<file path="src/rtl/seq_mult16_core8.sv">
// 16x16 unsigned multiplier time-sharing one 8x8 core; result 5 (REG_CORE=0) or 6 (REG_CORE=1) cycles after accept.
// Backpressure: operands accepted only in IDLE; the result holds in DONE until out_ready.

module array_8 (
    input  logic [7:0]  x,
    input  logic [7:0]  y,
    output logic [15:0] prod
);
    always_comb begin
        prod = '0;
        for (int i = 0; i < 8; i++) begin
            if (y[i]) prod = prod + ({8'b0, x} << i);
        end
    end
endmodule

module seq_mult16_core8 #(
    parameter int REG_CORE = 0
) (
    input  logic        clk,
    input  logic        rst_n,
    input  logic        in_valid,
    output logic        in_ready,
    input  logic [15:0] a,
    input  logic [15:0] b,
    output logic        out_valid,
    input  logic        out_ready,
    output logic [31:0] p,
    output logic        busy
);
    typedef enum logic [1:0] {IDLE, MUL, FLUSH, DONE} state_t;

    state_t      state;
    logic [1:0]  pass;
    logic [15:0] a_q, b_q;
    logic [31:0] acc;
    logic [15:0] prod_q;
    logic [4:0]  shift_q;

    logic [7:0]  core_x, core_y;
    logic [15:0] prod16;
    logic [4:0]  shift;
    logic [31:0] term_now, term_q, acc_add;

    array_8 u_core (.x(core_x), .y(core_y), .prod(prod16));

    always_comb begin
        core_x = a_q[7:0];
        core_y = b_q[7:0];
        shift  = 5'd0;
        case (pass)
            2'd1: begin core_x = a_q[15:8]; core_y = b_q[7:0];  shift = 5'd8;  end
            2'd2: begin core_x = a_q[7:0];  core_y = b_q[15:8]; shift = 5'd8;  end
            2'd3: begin core_x = a_q[15:8]; core_y = b_q[15:8]; shift = 5'd16; end
            default: ;
        endcase
        term_now = {16'b0, prod16} << shift;
        term_q   = {16'b0, prod_q} << shift_q;
        // With the registered core, the sum trails the core by one pass; prod_q is zeroed on accept.
        acc_add  = acc + ((REG_CORE != 0) ? term_q : term_now);
    end

    always_ff @(posedge clk or negedge rst_n) begin
        if (!rst_n) begin
            state     <= IDLE;
            pass      <= 2'd0;
            acc       <= '0;
            a_q       <= '0;
            b_q       <= '0;
            prod_q    <= '0;
            shift_q   <= '0;
            out_valid <= 1'b0;
            p         <= '0;
            busy      <= 1'b0;
            in_ready  <= 1'b0;
        end else begin
            case (state)
                IDLE: begin
                    in_ready <= 1'b1;
                    if (in_valid && in_ready) begin
                        a_q      <= a;
                        b_q      <= b;
                        acc      <= '0;
                        pass     <= 2'd0;
                        prod_q   <= '0;
                        shift_q  <= '0;
                        in_ready <= 1'b0;
                        busy     <= 1'b1;
                        state    <= MUL;
                    end
                end
                MUL: begin
                    pass <= pass + 2'd1;
                    acc  <= acc_add;
                    if (REG_CORE != 0) begin
                        prod_q  <= prod16;
                        shift_q <= shift;
                    end
                    if (pass == 2'd3) begin
                        if (REG_CORE != 0) begin
                            state <= FLUSH;
                        end else begin
                            p         <= acc_add;
                            out_valid <= 1'b1;
                            state     <= DONE;
                        end
                    end
                end
                FLUSH: begin
                    acc       <= acc_add;
                    p         <= acc_add;
                    out_valid <= 1'b1;
                    state     <= DONE;
                end
                DONE: begin
                    if (out_ready) begin
                        out_valid <= 1'b0;
                        busy      <= 1'b0;
                        in_ready  <= 1'b1;
                        state     <= IDLE;
                    end
                end
                default: state <= IDLE;
            endcase
        end
    end
endmodule

</file>
<file path="config.mk">
export PLATFORM = sky130hd
export DESIGN_NAME = seq_mult16_core8
export DESIGN_NICKNAME = d
export VERILOG_FILES = /design/src/rtl/seq_mult16_core8.sv
export SDC_FILE = /design/constraint.sdc
export NUM_CORES = 1
export LEC_CHECK = 0
export ABC_AREA = 1
export CORE_MARGIN = 3
export CORE_UTILIZATION = 55
export DETAILED_ROUTE_END_ITERATION = 10
export GPL_TIMING_DRIVEN = 1
export PLACE_DENSITY_LB_ADDON = 0.12
export SYNTH_ARGS = -nofsm -noshare
export SYNTH_HDL_FRONTEND = slang
export SYNTH_SLANG_ARGS = --single-unit
</file>
<file path="constraint.sdc">
create_clock -name clk -period 15.2 [get_ports clk]
set_input_delay 2.28 -clock clk [delete_from_list [all_inputs] [get_ports clk]]
set_output_delay 2.28 -clock clk [all_outputs]
set_load 0.05 [all_outputs]
</file>
# Word-level counts from Yosys, hierarchy flattened
# Cells that the tools add are included.
[totals]
word_cells = 76
inputBits = 36
output_inout_bits = 35
reg_bits = 103
[op_classes]
reduce_logical = 19
n_shift = 1
addsub = 9
eq_ne = 9
muxes = 29
[op_table]
columns = ["cell", "n"]
rows = [
  ["one-hot mux 32 bit (2 select lines)", 2],
  ["2-to-1 mux 16 bit", 7],
  ["2-to-1 mux 32 bit", 2],
  ["adder 32 bit", 1],
  ["<< shifter 16 x 5 -> 32 bit", 1],
  ["2-to-1 mux 8 bit", 3],
  ["adder 16 x 10 -> 16 bit", 1],
  ["adder 16 x 11 -> 16 bit", 1],
  ["adder 16 x 12 -> 16 bit", 1],
  ["adder 16 x 13 -> 16 bit", 1],
  ["adder 16 x 14 -> 16 bit", 1],
  ["adder 16 x 15 -> 16 bit", 1],
  ["adder 16 x 9 -> 16 bit", 1],
  ["one-hot mux 5 bit (2 select lines)", 1],
  ["AND reduction 2 bit", 5],
  ["AND reduction 3 bit", 3],
  ["equality test 2 bit (second input constant)", 4],
  ["2-to-1 mux 2 bit", 4],
  ["one-hot mux 2 bit (4 select lines)", 1],
  ["nonzero test 2 bit", 4],
  ["OR reduction 2 bit", 4],
  ["inequality test 2 bit (second input constant)", 3],
  ["2-to-1 mux 1 bit", 5],
  ["equality test 2 x 1 -> 1 bit (second input constant)", 2],
  ["other kinds (7)", 8],
]

# Depth between registers and ports, before layout
# Gate-level depths: netlist of run 1.
[logic_depth]
ltp_word = 22
mapped_depth = 86
ltp_nobuf = 85

# Modules after synthesis
# From an unflattened synthesis of run 1, not the netlist that was laid out.
[hier_totals]
cells_unflattened = 1523
hier_area_um2 = 9979.6
[by_module_without_submodules]
columns = ["module", "seq_area_each_um2", "instances", "area_each_um2", "cells_per_inst"]
rows = [
  ["seq_mult16_core8", 2577.5, 1, 6867.8, 1006],
  ["array_8", 0.0, 1, 3111.7, 517],
]

# Worst setup path before layout of run 1
# No wires, ideal clock.
[synth_timing]
path_kind = "reg2reg"
from = "register pass[0]"
to = "register p[30]"
period_less_slack_ns = 11.707
arrival_time_ns = 11.573
path_buffers = 1
path_stages_with_launch = 56
required_ns = 15.067
setup_ns = 0.133
path_slack_ns = 3.493
cell_sequence = "dfrtp_1 ha_1 nor2_2 buf_6 o21ai_0 inv_1 nor2_1 ha_1 inv_1 fa_1 o21ai_0 ha_1 inv_1 fa_1 xor2_1 o21ai_0 fa_1 nand2_1 (+20 left out) nand2_1 inv_1 a21oi_1 inv_1 a21oi_1 o21bai_1 a21o_1 a21oi_1 o21ai_0 nand4_1 o311ai_0 a21o_1 a21oi_1 o21ai_0 nand2_1 o31ai_1 xnor2_1 o21ai_0"
[synth_between]
elab_chain_cells = 22
word_cells_on_any_way = 30
cone_classes = "8 x add/sub; 4 x eq/ne; 1 x shift; 13 x mux; 4 x reduce/logical"
[synth_rtl]
columns = ["item", "line", "rtl"]
rows = [
  ["from (decl)", "34", "logic [1:0] pass;"],
  ["from (signal assigned)", "93", "pass <= pass + 2'd1;"],
  ["equality test 2 bit, or another cell as far along", "51, 99", ""],
  ["OR reduction 2 bit (no line)", "--", ""],
  ["2-to-1 mux 8 bit", "51", "case (pass)"],
  ["2-to-1 mux 8 bit", "12", "if (y[i]) prod = prod + ({8'b0, x} << i);"],
  ["adder 16 x 9 -> 16 bit", "12", ""],
  ["2-to-1 mux 16 bit", "12", ""],
  ["adder 16 x 10 -> 16 bit", "12", ""],
  ["2-to-1 mux 16 bit", "12", ""],
  ["(+6 left out)", "--", ""],
  ["adder 16 x 14 -> 16 bit", "12", ""],
  ["2-to-1 mux 16 bit", "12", ""],
  ["adder 16 x 15 -> 16 bit", "12", ""],
  ["2-to-1 mux 16 bit", "12", ""],
  ["<< shifter 16 x 5 -> 32 bit", "57", "term_now = {16'b0, prod16} << shift;"],
  ["adder 32 bit", "60", "acc_add = acc + ((REG_CORE != 0) ? term_q : term_now);"],
  ["2-to-1 mux 32 bit", "99", "if (pass == 2'd3) begin"],
  ["one-hot mux 32 bit (2 select lines)", "77", "case (state)"],
  ["to (signal assigned)", "73", "p <= '0;"],
  ["to (signal assigned)", "103", "p <= acc_add;"],
  ["to (signal assigned)", "111", "p <= acc_add;"],
  ["to (decl)", "28", "output logic [31:0] p,"],
]
# Several ways; a longest one is shown, not always the timed one. The select of a mux whose other input is x is not followed.
# A chain may end at the register's enable or synchronous reset.

# Final worst setup path of run 1
[layout_timing]
from = "register pass[1]"
to = "register acc[28]"
[layout_between]
elab_chain_cells = 21
word_cells_on_any_way = 27
cone_classes = "8 x add/sub; 3 x eq/ne; 1 x shift; 12 x mux; 3 x reduce/logical"
[layout_rtl]
columns = ["item", "line", "rtl"]
rows = [
  ["equality test 2 bit or equality test 2 x 1 -> 1 bit (tied branches)", "51", ""],
  ["OR reduction 2 bit (no line)", "--", ""],
  ["2-to-1 mux 8 bit", "51", ""],
  ["2-to-1 mux 8 bit", "12", ""],
  ["adder 16 x 9 -> 16 bit", "12", ""],
  ["2-to-1 mux 16 bit", "12", ""],
  ["adder 16 x 10 -> 16 bit", "12", ""],
  ["2-to-1 mux 16 bit", "12", ""],
  ["(+5 left out)", "--", ""],
  ["2-to-1 mux 16 bit", "12", ""],
  ["adder 16 x 14 -> 16 bit", "12", ""],
  ["2-to-1 mux 16 bit", "12", ""],
  ["adder 16 x 15 -> 16 bit", "12", ""],
  ["2-to-1 mux 16 bit", "12", ""],
  ["<< shifter 16 x 5 -> 32 bit (*)", "57", ""],
  ["adder 32 bit (*)", "60", ""],
  ["one-hot mux 32 bit (2 select lines) (*)", "77", ""],
  ["to (signal assigned)", "67", "acc <= '0;"],
  ["to (signal assigned)", "83", "acc <= '0;"],
  ["to (signal assigned)", "94", "acc <= acc_add;"],
  ["to (decl)", "36", "logic [31:0] acc;"],
]
# Mark *: on every way between the ends. The rest lies on a longest branch, timed or not.

==> run metrics, run 1 <==
worst-margin pin slew 1110 ps; post-cts sizing count 0; post-synth top area share 30.6%; r2r worst-path depth 60; initial antenna violation count 0; Worst Skew 13.6 ps; number of global-route vias before repair 6926; Final Hold Fails 0; RSZ-0062 raised after global routing no; CTS Hold Bufs 0; predominant post-synthesis flop cell dfrtp_1; full die area 16900 µm²; # DRC 0; hold crit path type reg2reg; largest net degree at the start of global routing a little over 70; final WL 19700 µm; Area Growth Syn to Fin 13.5%; WL per Instance 14.1 µm; status completed; final setup vio count 0; Max Cap Violations 0; slew margin rel. 25.1%; Vias 7640; std cell rows 44; Max Clock Freq 0.0796 GHz; syn nets around 1300; Worst setup SP type flop; synth warn 0; crit path DAT 12770 ps; grt met2 use 35.3%; gr usage total about a quarter; post-CTS setup buffers 0; # IOs 71; n_diodes 0; TritonCTS Buffers 9; Initial DRT Pass Iterations 5; Port Buf Inserts 70; Core Footprint 14800 µm²; Final min period 12570 ps; synthesized cell area 8440 µm²; H-Tree Depth 3; fin nets 1341; Post-Synthesis Cells roughly 1200; Setup TNS Final 0 ps; Seq/Total Area, Yosys 30.6%; remaining antenna violation count 0; GR Util met3 3.68%; Tcrit/Tclk final 82.7%; grt met1 use 37.1%; Synth cell types 47; worst skew pair latency 360 ps; layout cells sized above 1 7.00%; count of final max-slew check failures 0; drt via density 5.46; root buffer cell clkbuf_16; GR Overflow Total 0; Worst Path Required approximately 15000 ps; width of the chip 130 µm; first-pass GRT wire length 33100 µm; gpl congestion 0.879; starting density of the core 57.2%; Synth area leaders dfrtp_1 (31%), nand2_1 (15%), ha_1 (13%), o21ai_0 (6.6%), inv_1 (4.6%); flop-to-flop setup slack 2630 ps; die extent in y about 130 µm; fraction of registers with async set/reset 100%; syn avg cell area 7.30 µm²; Crit path largest cell delay between 500 and 600 ps; dpl hpwl approximately 15000 µm; WHS Path Cells 2; CTS Buffer Depth 2; register bit count reported by yosys 103; kind of critical path reg2reg; CTS tree yes; largest area contributor in the netlist dfrtp_1; crit path capture type flop; CP Max Fanout 25; total clock sinks 103; gr busiest metal met1; Clock transition at path regs 80 ps; Post-synth EDFFs 0; Crit-path slowest cell nor2_2; drt initial violations 467
==> flip-flops by register name (all words and copies together), names as in the netlist <==
name,count
b_q,16
busy,1
state,2
p,32
in_ready,1
pass,2
acc,32
out_valid,1
a_q,16
==> layout make-up <==
cell class,instances,area [µm²]
multi-input cells,908,5280
fillers,1322,5180
flip-flops and latches,103,2580
repair buffers,75,736
inverters,114,447
well taps,184,230
clock buffers,9,225
clock inverters,6,76.3
==> stage by stage <==
stage	instance area, µm²	util (%)	hold slack (ps)	setup WS (ps)	instances
floorplan	8440	-	434	3490	1155
global placement	9270	62.8	455	2870	1384
detailed placement	9270	62.8	461	2660	1384
CTS	9570	64.9	478	2600	1399
global route	9570	64.9	500	1270	1399
finish	9570	64.9	473	2630	1399
==> cells in the final DEF, fill, tap and decap left out, types with 2 or more instances in the layout <==
cell type and n:
clkdlybuf4s50_1 69, o22ai_1 4, mux2i_1 2, a211oi_1 5, nor3_1 2, inv_2 7, or2_2 4, nand3_1 58
nor2_2 4, o31ai_1 5, xnor2_1 24, o21ai_0 110, a21o_1 8, a21oi_1 61, dfrtp_1 103, clkinv_1 2
a21boi_1 2, xor2_1 23, a21oi_2 2, inv_1 103, clkbuf_16 9, nor2_1 65, nand3_2 9, buf_4 6
nand2_1 333, o21bai_1 4, nand4_1 7, fa_1 8, nand2_2 20, o21ai_1 34, nand2_4 7, inv_6 4
ha_1 86, o21ai_2 5, and2_1 3, a31oi_1 4
==> cell families (layout without fill, tap and decap cells) <==
logic type               Yosys count  count (layout)  synth area share, %
AO/OA/AOI/OAI                    250             250                 16.4
XOR/XNOR                          47              47                 4.88
adder cells (fa/ha/maj)           94              94                 14.7
buffers and inverters            144             204                 6.88
flip-flops                       103             103                 30.6
multiplexers                       2               2                0.237
AND/OR/NAND/NOR                  515             515                 26.4
==> worst max-delay path: cells and delay by family (launching register included) <==
kind,cells,cell delay (ps)
buffers and inverters,7,700
DFF,1,420
and+or+nand+nor,13,1690
xor gates and xnor gates,5,780
AOI/OAI and AO/OA,22,4130
adders and majority gates,13,4670
==> Yosys cell counts, types with 2 or more instances <==
cell and n:
nand2_1 333, o21ai_0 111, dfrtp_1 103, inv_1 103, ha_1 86, nor2_1 66, a21oi_1 61, nand3_1 58
o21ai_1 33, clkbuf_1 25, xnor2_1 24, xor2_1 23, nand2_2 20, nand3_2 9, a21o_1 8, fa_1 8
inv_2 7, nand2_4 7, nand4_1 7, a211oi_1 5, o21ai_2 5, o31ai_1 5, a31oi_1 4, o21bai_1 4
o22ai_1 4, or2_2 4, and2_1 3, buf_2 3, nor2_2 3, a21boi_1 2, a21oi_2 2, clkinv_1 2
mux2i_1 2, nor3_1 2
==> path summary, 6_finish.rpt <==
check	startpoint	endpoint
min in group asynchronous	rst_n	b_q[2]
worst min-delay path	p[2]	p[2]
max in group asynchronous	rst_n	acc[13]
worst max-delay path	pass[1]	acc[28]
worst min register to register	p[2]	p[2]
worst max register to register	pass[1]	acc[28]
==> metal layers <==
layer	vias to the layer above	routed length (µm)
met5	-	0
met3	32	903
li1	3924	-
met1	3499	10100
met4	0	354
met2	185	8330
Power of run 1 is left out: the tool's default activity adds up to more than one toggle a clock period on the data nets, which glitch-free logic cannot reach.
==> inputs of run 2 (changes only) <==
clock period = 12.6 ns   (was 15.2 ns; I/O delays follow)
==> run 2 against run 1 <==
Against the previous run: sequential cell count is the same; global-route usage grew 0.53 points; design area grew 1.7%; largest cell class unchanged; cell count grew 0.71%; clock skew is essentially flat.
==> run metrics, run 2 (synthesized netlist as in run 1, its figures left out) <==
status completed (unchanged); first-pass GRT wire length 33700 µm (was 33100 µm); dpl hpwl 15200 µm (was 15100 µm); grt met2 use 37.5% (was 35.3%); Final min period 11620 ps (was 12570 ps); Finished Cell Area 9730 µm² (was 9570 µm²); layout cells sized above 1 8.57% (was 7.00%); remaining antenna violation count 0 (unchanged); std cell rows 44 (unchanged); CTS Hold Bufs 0 (unchanged); full die area 16900 µm² (unchanged); gpl congestion 0.889 (was 0.879); Vias 7716 (was 7640); number of global-route vias before repair 7098 (was 6926); count of final max-slew check failures 0 (unchanged); Post-DP Area 9290 µm² (was 9270 µm²); width of the chip 130 µm (unchanged); Max Cap Violations 0 (unchanged); largest net degree at the start of global routing 77 (was 71); Max Clock Freq 0.0861 GHz (was 0.0796 GHz); Non-Filler Instances 1409 (was 1399); slew margin rel. 30.4% (was 25.1%); # DRC 0 (unchanged); Crit-path slowest cell fa_1 (was nor2_2); drt via density 5.48 (was 5.46); fillers 1326 (was 1322); Port Buf Inserts 70 (unchanged); grt met1 use 36.4% (was 37.1%); most frequent cells in the layout nand2_1 (332), o21ai_0 (104), inv_1 (103), dfrtp_1 (103), ha_1 (84) (was nand2_1 (333), o21ai_0 (110), inv_1 (103), dfrtp_1 (103), ha_1 (86)); # IOs 71 (unchanged); GR Util met3 4.13% (was 3.68%); crit path DAT 11920 ps (was 12770 ps); Core Footprint 14800 µm² (unchanged); fin nets 1350 (was 1341); most numerous cell on the critical path nand2_1; n_diodes 0 (unchanged); hold_ws 477 ps (was 473 ps); commonest non-fill, non-tap cell in the layout nand2_1 (unchanged); gr usage total 24.7% (was 24.1%); Worst Skew 14.0 ps (was 13.6 ps); placed cells 1386 (was 1384); worst-margin pin slew 1040 ps (was 1110 ps); Top Registers acc: 32 flops, p: 32 flops (unchanged); die extent in y 130 µm (unchanged); starting density of the core 57.2% (unchanged); Worst setup SP type flop (unchanged); area occupied by multi-input gates 5330 µm² (was 5280 µm²); kind of critical path reg2reg (unchanged); Sequential Area 2580 µm² (unchanged); total clock sinks 103 (unchanged); hold crit path type reg2reg (unchanged); final WL 20100 µm (was 19700 µm); drt initial violations 488 (was 467); root buffer cell clkbuf_16 (unchanged); Initial DRT Pass Iterations 5 (unchanged); final setup vio count 0 (unchanged); Clock transition at path regs 70 ps (was 80 ps); CTS tree yes (unchanged); CTS Buffer Depth 2 (unchanged); crit path capture type flop (unchanged); TritonCTS Buffers 9 (unchanged); Setup TNS Final 0 ps (unchanged); RSZ-0062 raised after global routing no (unchanged); Area Growth Syn to Fin 15.4% (was 13.5%); Final Hold Fails 0 (unchanged); gr busiest metal met2 (was met1); CP Max Fanout 21 (was 25); Crit path largest cell delay 510 ps (was 560 ps); H-Tree Depth 3 (unchanged); initial antenna violation count 0 (unchanged); WL per Instance 14.3 µm (was 14.1 µm); Worst Path Required 12900 ps (was 15410 ps); worst skew pair latency 370 ps (was 360 ps); Tcrit/Tclk final 92.2% (was 82.7%); GR Overflow Total 0 (unchanged)
[run 2: cell count changes in the layout (fill, tap and decap cells not counted), sizes merged]
| cell | delta |
|---|---|
| inv | -2 |
| buf | +9 |
| bufinv | +1 |
| clkinv | +2 |
[run 2: repair_timing]
item | in CTS | in global routing
setup endpoints to repair | 0 | 17
gates resized for setup | 0 | 20
hold endpoints to repair | 0 | 0
buffers inserted | 0 | 7
[run 2: worst paths after layout]
kind	endpoint	cells after the start	slack, ps	start
setup / recovery	p[31]	60	980	pass[0]
hold reg to reg	b_q[3]	2	480	b_q[3]
hold / removal	b_q[3]	2	480	b_q[3]
min in group asynchronous	a_q[12]	1	1430	rst_n
max in group asynchronous	p[16]	2	9880	rst_n
setup reg to reg	p[31]	60	980	pass[0]
[run 2: cell type report]
class                      instances  share of cell area (%)
multi-input combinational        908                    54.8
sequential                       103                    26.5
timing repair buffer              84                    8.33
inverter                         114                    4.59
tap                              184                    2.37
clock buffer                       9                    2.31
clock inverter                     7                    1.14
[run 2: stage by stage]
| step | utilization [%] | setup slack, ps |
|---|---|---|
| 2_1_floorplan | - | 893 |
| 4_1_cts | 65.2 | 315 |
| 3_5_place_dp | 62.9 | 403 |
| 5_1_grt | 66.0 | 4.60 |
| 6_report | 66.0 | 981 |
| 3_3_place_gp | 62.9 | 626 |
[run 2: worst max-delay path: cells and delay by family (launching register included)]
kind	cells	cell delay, ps
xor+xnor	5	850
flops	1	400
buf+inv	5	630
fa+ha+maj	13	4470
simple gates	26	2640
compound gates	11	2570
[run 2: routing by layer]
metal / part of all wire (%) / up-vias / wire length (µm)
li1: - / 3947 / -
met1: 50 / 3573 / 10100
met2: 43 / 162 / 8740
met3: 4.4 / 34 / 891
met4: 1.7 / 0 / 349
met5: 0 / - / 0
Power of run 2 is left out for the same reason.
==> inputs of run 3 (changes only) <==
HOLD_SLACK_MARGIN = 0.1   (was unset)
PLACE_DENSITY = 0.86   (was unset)
PLACE_DENSITY_LB_ADDON = unset   (was 0.12)
==> run 3 against run 2 <==
Against the previous run: first-iteration DRC count up 17%; worst hold slack worse by 1.6 ps; clock-buffer cell count increased by 1; critical endpoint is now acc[28]; critical path depth fell by 8; critical path type unchanged; worst setup slack gained 36 ps.
==> run metrics, run 3 (synthesized netlist as in run 1, its figures left out) <==
Area Growth Syn to Fin 14.4% (was 15.4%); Crit-path slowest cell fa_1 (unchanged); remaining antenna violation count 0 (unchanged); first-pass GRT wire length 34800 µm (was 33700 µm); Crit path largest cell delay 500 ps (was 510 ps); Max Clock Freq 0.0863 GHz (was 0.0861 GHz); Initial DRT Pass Iterations 5 (unchanged); H-Tree Depth 3 (unchanged); gr usage total 25.2% (was 24.7%); starting density of the core 57.2% (unchanged); # IOs 71 (unchanged); crit path DAT 11780 ps (was 11920 ps); gpl congestion 0.937 (was 0.889); dpl hpwl 15600 µm (was 15200 µm); WL per Instance 14.8 µm (was 14.3 µm); TritonCTS Buffers 9 (unchanged); initial antenna violation count 0 (unchanged); Worst Path Required 12790 ps (was 12900 ps); final core occ 65.4% (was 66.0%); kind of critical path reg2reg (unchanged); CP Max Fanout 16 (was 21); GR Overflow Total 0 (unchanged); fin nets 1346 (was 1350); Final min period 11580 ps (was 11620 ps); count of final max-slew check failures 0 (unchanged); Setup TNS Final 0 ps (unchanged); worst-margin pin slew 1020 ps (was 1040 ps); root buffer cell clkbuf_16 (unchanged); RSZ-0062 raised after global routing no (unchanged); pre-CTS setup slack 3.27 ps (was 403 ps); largest net degree at the start of global routing 80 (was 77); area occupied by multi-input gates 5330 µm² (about the same); hold crit path type reg2reg (unchanged); Core Footprint 14800 µm² (unchanged); CTS tree yes (unchanged); Vias 7800 (was 7716); commonest non-fill, non-tap cell in the layout nand2_1 (unchanged); Port Buf Inserts 70 (unchanged); flop-to-flop setup slack 1020 ps (was 980 ps); drt initial violations 573 (was 488); hold_ws 476 ps (was 477 ps); most frequent cells in the layout nand2_1 (332), o21ai_0 (105), inv_1 (103), dfrtp_1 (103), ha_1 (85) (was nand2_1 (332), o21ai_0 (104), inv_1 (103), dfrtp_1 (103), ha_1 (84)); # DRC 0 (unchanged); Max Cap Violations 0 (unchanged); fillers 1215 (was 1326); final setup vio count 0 (unchanged); crit path capture type flop (unchanged); Final WS setup 1020 ps (was 981 ps); worst skew pair latency 350 ps (was 370 ps); Top Registers acc: 32 flops, p: 32 flops (unchanged); WHS Path Cells 2 (unchanged); capturing point of the worst reg2reg path acc[28] (was p[31]); layout cells sized above 1 8.11% (was 8.57%); slew margin rel. 31.7% (was 30.4%); r2r worst-path depth 52 (was 60); Sequential Area 2580 µm² (unchanged); std cell rows 44 (unchanged); Worst setup SP type flop (unchanged); total clock sinks 103 (unchanged); status completed (unchanged); Worst Skew 12.0 ps (was 14.0 ps); width of the chip 130 µm (unchanged); Final Hold Fails 0 (unchanged); Tcrit/Tclk final 91.9% (was 92.2%); r2r startpoint pass[1] (was pass[0]); n_diodes 0 (unchanged); final WL 20800 µm (was 20100 µm); CP Capture Point acc[28] (was p[31]); die extent in y 130 µm (unchanged); drt via density 5.55 (was 5.48); number of global-route vias before repair 7503 (was 7098); CTS Hold Bufs 0 (unchanged); Clock transition at path regs 80 ps (was 70 ps); CTS Buffer Depth 2 (unchanged); launch point of the worst path pass[1] (was pass[0]); full die area 16900 µm² (unchanged)
run 3: routing by layer:
layer	vias to the layer above	wire (µm)	share of wire, %	GRT usage [%]
li1	3928	-	-	-
met1	3577	9500	46	34.8
met2	248	9560	46	40.0
met3	47	1090	5.2	3.81
met4	0	613	3.0	10.0
met5	-	0	0	0
run 3: how the worst min path moves through the flow:
stage / to / slack, ps / startpoint
after detailed placement: a_q[10] / 460 / a_q[10]
final: b_q[2] / 480 / b_q[2]
after global placement: a_q[15] / 450 / a_q[15]
after global routing: a_q[6] / 500 / a_q[6]
after floorplan: a_q[7] / 430 / a_q[7]
after CTS: b_q[2] / 480 / b_q[2]
run 3: metrics by stage:
step	instances	cell area [µm²]
6_report	1405	9650
3_3_place_gp	1386	9290
2_1_floorplan	1155	8440
5_1_grt	1405	9650
3_5_place_dp	1386	9290
4_1_cts	1402	9580
run 3: critical path: cells and delay by family, from the launching register on:
family	cells	cell delay (ps)
buf+inv	4	430
compound gates	19	3710
fa+ha+maj	14	4830
xor+xnor	3	560
flops	1	420
simple gates	12	1450
run 3: repair_timing:
| action | CTS | global route |
|---|---|---|
| setup buffers | 0 | 3 |
| hold endpoints to repair | 0 | 0 |
| endpoints found under the setup margin | 4 | 16 |
| resized for setup | 2 | 15 |
| pin swaps | 0 | 3 |
run 3: layout make-up:
cell class,count,area share [%]
Timing Repair Buffer,80,8.02
Multi-Input combinational cell,908,55.2
Clock inverter,6,0.532
Clock buffer,10,2.48
Sequential cell,103,26.7
Tap cell,184,2.39
Inverter,114,4.64
Power of run 3 is left out for the same reason.
